==> config.mk <==
export PLATFORM = sky130hd
export DESIGN_NAME = frac_baud_gen_flat
export DESIGN_NICKNAME = d
export VERILOG_FILES = /design/src/rtl/frac_baud_pkg.sv /design/src/rtl/frac_baud_gen_if.sv /design/src/rtl/frac_period_ctr.sv /design/src/rtl/frac_baud_gen.sv /design/src/flat_wrapper.sv
export SDC_FILE = /design/constraint.sdc
export NUM_CORES = 1
export LEC_CHECK = 0
export CORE_MARGIN = 2
export CORE_UTILIZATION = 32
export CTS_CLUSTER_DIAMETER = 40
export CTS_CLUSTER_SIZE = 14
export DETAILED_ROUTE_END_ITERATION = 8
export HOLD_SLACK_MARGIN = 0.02
export PLACE_DENSITY = 0.47
export SLEW_MARGIN = 0
export SYNTH_ARGS = -nofsm -noshare
export SYNTH_HDL_FRONTEND = slang
export SYNTH_HIERARCHICAL = 1
export SYNTH_SLANG_ARGS = --single-unit
==> constraint.sdc <==
create_clock -name clk_in -period 8.2 [get_ports clk_in]
set_clock_uncertainty 0.05 [all_clocks]
set_input_delay 1.64 -clock clk_in [delete_from_list [all_inputs] [get_ports clk_in]]
set_output_delay 1.64 -clock clk_in [all_outputs]
set_load 0.03 [all_outputs]
==> src/rtl/frac_baud_pkg.sv <==
// Shared defaults for the fractional baud generator and a divisor calculator.
// calc_div returns {integer, fraction} in units of 1/2^FRAC_W_DEF cycle, rounded to nearest.
package frac_baud_pkg;

    localparam int INT_W_DEF    = 16;
    localparam int FRAC_W_DEF   = 4;
    localparam int OVS_DEF      = 16;
    localparam int DEF_INT_DEF  = 326;
    localparam int DEF_FRAC_DEF = 0;
    localparam int MIN_DIV      = 2;

    typedef struct packed {
        logic [INT_W_DEF-1:0]  int_part;
        logic [FRAC_W_DEF-1:0] frac_part;
    } div_cfg_t;

    function automatic div_cfg_t calc_div(
        input longint unsigned f_clk,
        input longint unsigned baud,
        input longint unsigned ovs
    );
        longint unsigned den_v;
        longint unsigned q_v;
        den_v = baud * ovs;
        if (den_v == 64'd0) begin
            q_v = 64'd0;
        end else begin
            q_v = ((f_clk << FRAC_W_DEF) + (den_v >> 1)) / den_v;
        end
        return q_v[INT_W_DEF+FRAC_W_DEF-1:0];
    endfunction

endpackage

==> src/rtl/frac_baud_gen_if.sv <==
// Control/status and tick bundle between the baud generator and its UART user.
interface frac_baud_gen_if #(
    parameter int INT_W  = 16,
    parameter int FRAC_W = 4
);
    logic              en;
    logic              sync;
    logic [INT_W-1:0]  div_int;
    logic [FRAC_W-1:0] div_frac;
    logic              div_load;
    logic              div_busy;
    logic              cfg_err;
    logic              tick_ovs;
    logic              tick_mid;
    logic              tick_bit;

    modport master (
        output en, sync, div_int, div_frac, div_load,
        input  div_busy, cfg_err, tick_ovs, tick_mid, tick_bit
    );

    modport slave (
        input  en, sync, div_int, div_frac, div_load,
        output div_busy, cfg_err, tick_ovs, tick_mid, tick_bit
    );
endinterface

==> src/rtl/frac_period_ctr.sv <==
// Period counter with fractional accumulator; tc marks the last cycle of each period.
// Period = div_int + carry(acc + div_frac); acc advances only when a period completes.
module frac_period_ctr #(
    parameter int INT_W  = 16,
    parameter int FRAC_W = 4
) (
    input  logic              clk_in,
    input  logic              rst,
    input  logic              en,
    input  logic              clr,
    input  logic [INT_W-1:0]  div_int,
    input  logic [FRAC_W-1:0] div_frac,
    output logic              tc
);
    localparam logic [INT_W:0] ONE_C = {{INT_W{1'b0}}, 1'b1};

    logic [INT_W:0]  cnt_r;
    logic [FRAC_W-1:0] acc_r;
    logic [FRAC_W:0] sum_s;
    logic [INT_W:0]  period_s;
    logic [INT_W:0]  cnt_inc_s;

    // Current period length and terminal-count detect; >= keeps a shortened divisor from overrunning
    always_comb begin
        sum_s     = {1'b0, acc_r} + {1'b0, div_frac};
        period_s  = {1'b0, div_int} + {{INT_W{1'b0}}, sum_s[FRAC_W]};
        cnt_inc_s = cnt_r + ONE_C;
        tc        = en & ~clr & (cnt_inc_s >= period_s);
    end

    // Cycle counter and fractional accumulator
    always_ff @(posedge clk_in or negedge rst) begin
        if (!rst) begin
            cnt_r <= '0;
            acc_r <= '0;
        end else if (clr) begin
            cnt_r <= '0;
            acc_r <= '0;
        end else if (tc) begin
            cnt_r <= '0;
            acc_r <= sum_s[FRAC_W-1:0];
        end else if (en) begin
            cnt_r <= cnt_inc_s;
        end else begin
            cnt_r <= cnt_r;
        end
    end
endmodule

==> src/rtl/frac_baud_gen.sv <==
// Fractional-N baud tick generator: registered oversample, mid-bit and bit enable pulses.
// Build option FRAC_BAUD_CLKOUT_EN adds clk_out, a registered bit-rate square wave (data, not a clock).
module frac_baud_gen
    import frac_baud_pkg::*;
#(
    parameter int INT_W    = INT_W_DEF,
    parameter int FRAC_W   = FRAC_W_DEF,
    parameter int OVS      = OVS_DEF,
    parameter int DEF_INT  = DEF_INT_DEF,
    parameter int DEF_FRAC = DEF_FRAC_DEF
) (
    input  logic           clk_in,
    input  logic           rst,
    frac_baud_gen_if.slave bus
`ifdef FRAC_BAUD_CLKOUT_EN
    ,
    output logic           clk_out
`endif
);
    localparam int OVS_W = $clog2(OVS);
    localparam logic [INT_W-1:0]  MIN_DIV_C  = INT_W'(MIN_DIV);
    localparam logic [INT_W-1:0]  DEF_INT_C  = INT_W'(DEF_INT);
    localparam logic [FRAC_W-1:0] DEF_FRAC_C = FRAC_W'(DEF_FRAC);
    localparam logic [OVS_W-1:0]  MID_C      = OVS_W'(OVS / 2 - 1);
    localparam logic [OVS_W-1:0]  LAST_C     = OVS_W'(OVS - 1);
    localparam logic [OVS_W-1:0]  ONE_C      = OVS_W'(1);

    logic [INT_W-1:0]  shadow_int_r;
    logic [FRAC_W-1:0] shadow_frac_r;
    logic              busy_r;
    logic [INT_W-1:0]  act_int_r;
    logic [FRAC_W-1:0] act_frac_r;
    logic              err_r;
    logic [OVS_W-1:0]  ovs_cnt_r;
    logic              tick_ovs_r;
    logic              tick_mid_r;
    logic              tick_bit_r;

    logic tc_s;
    logic sync_s;
    logic apply_s;
    logic shadow_lo_s;
    logic mid_hit_s;
    logic bit_hit_s;

    // Shadow applies at a period boundary, at sync, or at once while frozen
    always_comb begin
        sync_s      = bus.en & bus.sync;
        apply_s     = busy_r & (tc_s | sync_s | ~bus.en);
        shadow_lo_s = (shadow_int_r < MIN_DIV_C);
        mid_hit_s   = tc_s & (ovs_cnt_r == MID_C);
        bit_hit_s   = tc_s & (ovs_cnt_r == LAST_C);
    end

    frac_period_ctr #(
        .INT_W  (INT_W),
        .FRAC_W (FRAC_W)
    ) u_period_ctr (
        .clk_in   (clk_in),
        .rst      (rst),
        .en       (bus.en),
        .clr      (sync_s),
        .div_int  (act_int_r),
        .div_frac (act_frac_r),
        .tc       (tc_s)
    );

    // Shadow capture; a load in the apply cycle keeps busy set for the newer value
    always_ff @(posedge clk_in or negedge rst) begin
        if (!rst) begin
            shadow_int_r  <= DEF_INT_C;
            shadow_frac_r <= DEF_FRAC_C;
            busy_r        <= 1'b0;
        end else if (bus.div_load) begin
            shadow_int_r  <= bus.div_int;
            shadow_frac_r <= bus.div_frac;
            busy_r        <= 1'b1;
        end else if (apply_s) begin
            busy_r        <= 1'b0;
        end else begin
            busy_r        <= busy_r;
        end
    end

    // Active divisor with clamp to MIN_DIV and sticky error
    always_ff @(posedge clk_in or negedge rst) begin
        if (!rst) begin
            act_int_r  <= DEF_INT_C;
            act_frac_r <= DEF_FRAC_C;
            err_r      <= 1'b0;
        end else if (apply_s) begin
            act_int_r  <= shadow_lo_s ? MIN_DIV_C : shadow_int_r;
            act_frac_r <= shadow_frac_r;
            err_r      <= err_r | shadow_lo_s;
        end else begin
            act_int_r  <= act_int_r;
        end
    end

    // Oversample counter and registered tick decode
    always_ff @(posedge clk_in or negedge rst) begin
        if (!rst) begin
            ovs_cnt_r  <= '0;
            tick_ovs_r <= 1'b0;
            tick_mid_r <= 1'b0;
            tick_bit_r <= 1'b0;
        end else if (sync_s) begin
            ovs_cnt_r  <= '0;
            tick_ovs_r <= 1'b0;
            tick_mid_r <= 1'b0;
            tick_bit_r <= 1'b0;
        end else begin
            ovs_cnt_r  <= tc_s ? (ovs_cnt_r + ONE_C) : ovs_cnt_r;
            tick_ovs_r <= tc_s;
            tick_mid_r <= mid_hit_s;
            tick_bit_r <= bit_hit_s;
        end
    end

    assign bus.div_busy = busy_r;
    assign bus.cfg_err  = err_r;
    assign bus.tick_ovs = tick_ovs_r;
    assign bus.tick_mid = tick_mid_r;
    assign bus.tick_bit = tick_bit_r;

`ifdef FRAC_BAUD_CLKOUT_EN
    logic clk_out_r;

    // Square wave: rises with tick_bit, falls with tick_mid
    always_ff @(posedge clk_in or negedge rst) begin
        if (!rst) begin
            clk_out_r <= 1'b0;
        end else if (bit_hit_s) begin
            clk_out_r <= 1'b1;
        end else if (mid_hit_s) begin
            clk_out_r <= 1'b0;
        end else begin
            clk_out_r <= clk_out_r;
        end
    end

    assign clk_out = clk_out_r;
`else
    // debug square wave not built
`endif
endmodule

==> src/flat_wrapper.sv <==
// flat-port wrapper written by rule: the top's interface ports become plain ports
module frac_baud_gen_flat import frac_baud_pkg::*;
#(
    parameter int INT_W    = INT_W_DEF,
    parameter int FRAC_W   = FRAC_W_DEF,
    parameter int OVS      = OVS_DEF,
    parameter int DEF_INT  = DEF_INT_DEF,
    parameter int DEF_FRAC = DEF_FRAC_DEF
)
  (clk_in, rst, bus_en, bus_sync, bus_div_int, bus_div_frac, bus_div_load, bus_div_busy, bus_cfg_err, bus_tick_ovs, bus_tick_mid, bus_tick_bit);
  frac_baud_gen_if #(.INT_W(INT_W), .FRAC_W(FRAC_W)) bus_i ();
  input  logic clk_in;
  input  logic rst;
  input wire logic [$bits(bus_i.en)-1:0] bus_en;
  input wire logic [$bits(bus_i.sync)-1:0] bus_sync;
  input wire logic [$bits(bus_i.div_int)-1:0] bus_div_int;
  input wire logic [$bits(bus_i.div_frac)-1:0] bus_div_frac;
  input wire logic [$bits(bus_i.div_load)-1:0] bus_div_load;
  output wire logic [$bits(bus_i.div_busy)-1:0] bus_div_busy;
  output wire logic [$bits(bus_i.cfg_err)-1:0] bus_cfg_err;
  output wire logic [$bits(bus_i.tick_ovs)-1:0] bus_tick_ovs;
  output wire logic [$bits(bus_i.tick_mid)-1:0] bus_tick_mid;
  output wire logic [$bits(bus_i.tick_bit)-1:0] bus_tick_bit;
  assign bus_i.en = bus_en;
  assign bus_i.sync = bus_sync;
  assign bus_i.div_int = bus_div_int;
  assign bus_i.div_frac = bus_div_frac;
  assign bus_i.div_load = bus_div_load;
  assign bus_div_busy = bus_i.div_busy;
  assign bus_cfg_err = bus_i.cfg_err;
  assign bus_tick_ovs = bus_i.tick_ovs;
  assign bus_tick_mid = bus_i.tick_mid;
  assign bus_tick_bit = bus_i.tick_bit;
  frac_baud_gen #(.INT_W(INT_W), .FRAC_W(FRAC_W), .OVS(OVS), .DEF_INT(DEF_INT), .DEF_FRAC(DEF_FRAC)) u_core (.clk_in(clk_in), .rst(rst), .bus(bus_i));
endmodule
==> summary.txt <==
Detailed routing
  – Top Metal Used: met4
  – Final wirelength: 7603 µm
  – WL met3: 171 µm
  – Met2 wire len: 3428 µm
  – Post-DR vias/cell: 4.867
  – DRC Markers: 0
  – First-pass iteration count of the detailed router: 4
  – Antenna Nets Post-Route: 0
  – Routed wire per std cell: 14.62 µm
  – DRT iter0 DRCs: 62
  – Via count: 2531
  – DRT met1 WL: 3832 µm

Placement
  – IO buf count: 29
  – GP Congestion: 0.7832
  – DPL Wire Length: 5522 µm

Global routing
  – Vias in the first global route: 2663
  – All-Layer GR Usage: 13.34%
  – Initial antenna violation count: 0
  – First-pass GRT wire length: 13410 µm
  – Grt ovf: 0
  – Largest net degree at the start of global routing: 71

Timing
  – Slew Viols, Final: 0
  – Final Setup Violations: 0
  – Fmax: 201.0 MHz
  – Tcrit/Tclk final: 60.68%
  – Hold_ws: 0.3755 ns
  – Final TNS setup: 0 ns
  – Post-route minimum period: 4.976 ns
  – RSZ-0062 raised after global routing: no
  – Slew @ Worst Pin: 0.9392 ns
  – Slew HR: 37.19%
  – Final hold vios: 0

Critical path
  – CP max FO: 19
  – Top delay family on crit path: simple AND/OR/NAND/NOR gates
  – Crit end category: register
  – Top cell by count, worst path: ha_1
  – Crit path arrival time: 5.14 ns
  – CP max-delay cell: or3b_1
  – CP max stage delay: 0.57 ns
  – CP cell instances: ha_1 -> inv_1 -> fa_1 -> nor2b_1 -> o21ai_0 -> nand2b_1 -> ha_1 -> ha_1 -> nand2_1 -> nor3_1 -> nand3_1 -> ha_1 -> and4_1 -> a221oi_1 -> inv_1 -> o21a_1 -> or3b_1 -> nand2_8 -> mux2_2
  – Buffers and inverters on the worst path: 2
  – Worst path required time: 8.37 ns
  – Type of origin of the critical path: register
  – Crit path kind: register to register

Synthesis
  – Most common cell in the netlist: dfrtp_1
  – Synthesized area per cell: 11.53 µm²
  – Main combinational cell family by area after synthesis: simple AND/OR/NAND/NOR gates
  – Post-Synth Adder-Cell Area: 8.645%
  – Top cells by count, synth: dfrtp_1 (62), mux2_2 (30), nand2_1 (29)
  – EDFF count, synth: 0
  – Synth Warn #: 6
  – Register area share after synthesis: 45.76%
  – Top cells by area, synth: dfrtp_1 (40%), mux2_2 (8.8%), ha_1 (8.1%)
  – Multiplexer share of the synthesized area: 13.06%
  – Simple-gate share of the synthesized area: 14.56%
  – Gate count after technology mapping: 334
  – XOR/XNOR share of the synthesized area: 6.370%
  – Synth async-reset ratio: 100.0%
  – Cell taking the most area after synthesis: dfrtp_1
  – Post-Syn Nets: 385
  – Netlist Area Pre-Place: 3850 µm²
  – #FFs+latches synth: 70
  – Post-synth top area share: 40.30%
  – Netlist cell types: 53
  – Most used DFF post-synth: dfrtp_1
  – Synth Area in Compound Gates: 9.035%

CTS
  – Post-CTS sizing: 0
  – H-tree depth: 3
  – Num CTS Buffers: 9
  – CTS root buf: clkbuf_16
  – Hold_buf cts: 0
  – Clk sinks: 70
  – CTS tree: done
  – Clk slew on worst S/H paths: 0.06 ns
  – Post-CTS Setup Inserts: 0
  – Worst-Skew Late Latency: 0.33 ns
  – Max Buffers Root-to-Sink: 2

Floorplan
  – Die X-Extent: 113.7 µm
  – Total Die Area: 12920 µm²
  – IO Count: 30
  – Initial core utilization: 32.46%
  – Placement Rows: 40
  – Core Area: 11860 µm²
  – Die span in y: 113.7 µm

Final layout
  – Antenna Cells: 0
  – # nets final: 419
  – Share of cells above drive strength 1: 20.11%
  – Area Overhead vs Synth: 19.53%

Job
  – Max cap viols: 0

Pwr
  – Power per cell area: 211.6 nW/µm²
  – P_int: 727.8 µW
  – Seq pwr share: 42.8%
  – Combinational power share: 12.8%
  – Sw frac: 25.25%
  – Peak supply drop: 97.27 µV
  – Clock power share: 44.3%
  – Leakage: 0.002068 µW
  – Switch Pwr: 245.8 µW

Status
  – Outcome: completed

Hold path
  – Hold WC Path Type: register to register
==> cells by family (layout without fill, tap and decap cells) <==
group                      count (synthesis)  count (layout)
DFF                                       70              70
buffers and inverters                     17              56
adders and majority gates                 26              26
and+or+nand+nor                          102             102
muxes                                     42              42
AOI/OAI and AO/OA                         49              49
xor gates and xnor gates                  28              28
==> area by class of cell <==
type	count	area, µm²
clock inverter	6	93.84
clock buffer	10	239.0
fill	1165	7259
inverter	9	33.78
tap	147	183.9
timing repair buffer	31	300.3
multi-input combinational	247	1989
sequential	70	1762
==> per-stage QoR <==
stage / setup slack [ns] / cells / power [µW] / utilization [%] / cell area (µm²)
3_5_place_dp: 3.158 / 504 / 551.0 / 35.99 / 4269
3_3_place_gp: 3.292 / 504 / 547.8 / 35.99 / 4269
6_report: 3.224 / 520 / 973.6 / 38.80 / 4602
4_1_cts: 3.158 / 520 / 991.1 / 38.80 / 4602
5_1_grt: 2.828 / 520 / 1030 / 38.80 / 4602
2_1_floorplan: 3.574 / 334 / 503.3 / - / 3850
==> registers in the layout (all words and copies together), names as in the netlist, 4 cells and up <==
name and flops:
u_core/ovs_cnt_r 4, u_core/u_period_ctr/cnt_r 17, u_core/shadow_frac_r 4, u_core/shadow_int_r 16
u_core/act_int_r 16, u_core/u_period_ctr/acc_r 4, u_core/act_frac_r 4
==> power by group through the flow <==
stage                     clock [µW]  combinational [µW]  sequential, µW
after global placement             0                 124             424
after floorplan                    0                91.2             412
final                            432                 125             417
after global routing             463                 143             424
after detailed placement           0                 127             424
after CTS                        445                 127             418
==> worst reg2reg max path, stage by stage, from the launching register on <==
cell      delay, ns
dfrtp_1        0.35
ha_1           0.17
inv_1          0.05
fa_1           0.40
nor2b_1        0.12
o21ai_0        0.08
nand2b_1       0.10
ha_1           0.23
ha_1           0.26
nand2_1        0.12
nor3_1         0.30
nand3_1        0.13
ha_1           0.31
and4_1         0.21
a221oi_1       0.38
inv_1          0.07
o21a_1         0.36
or3b_1         0.57
nand2_8        0.24
mux2_2         0.36
==> path summary, 6_finish.rpt <==
check                                                       from                                        end  slack [ns]  depth (start not counted)
worst max register to register  u_core/act_frac_r[0]$_DFFE_PN0P_            u_core/act_int_r[3]$_DFFE_PN0P_        3.22                         19
worst min-delay path             u_core/ovs_cnt_r[3]$_DFFE_PN0P_              u_core/bus.tick_mid$_DFF_PN0_        0.38                          1
worst min register to register   u_core/ovs_cnt_r[3]$_DFFE_PN0P_              u_core/bus.tick_mid$_DFF_PN0_        0.38                          1
min in group asynchronous                                    rst         u_core/shadow_int_r[3]$_DFFE_PN0P_        1.46                          2
max in group asynchronous                                    rst  u_core/u_period_ctr/cnt_r[14]$_DFFE_PN0P_        6.06                          2
worst max-delay path            u_core/act_frac_r[0]$_DFFE_PN0P_            u_core/act_int_r[3]$_DFFE_PN0P_        3.22                         19
==> per-layer routing <==
| layer | global-route usage, % | up-vias |
|---|---|---|
| met1 | 18.06 | 1221 |
| met5 | 0 | - |
| li1 | - | 1272 |
| met3 | 2.125 | 11 |
| met4 | 6.829 | 0 |
| met2 | 20.76 | 27 |
==> cells in the final DEF (no fill, tap or decap), types with 7 or more instances in the layout <==
cell	n
a21o_1	7
a21oi_1	9
a22o_1	10
clkbuf_16	9
clkdlybuf4s50_1	28
dfrtp_1	62
dfstp_2	8
ha_1	25
inv_1	9
mux2_2	30
mux2_4	9
nand2_1	29
nand3_1	14
nor2_1	15
o21ai_0	7
xnor2_1	14
xor2_1	14
Power figures use the tool's default switching activity.
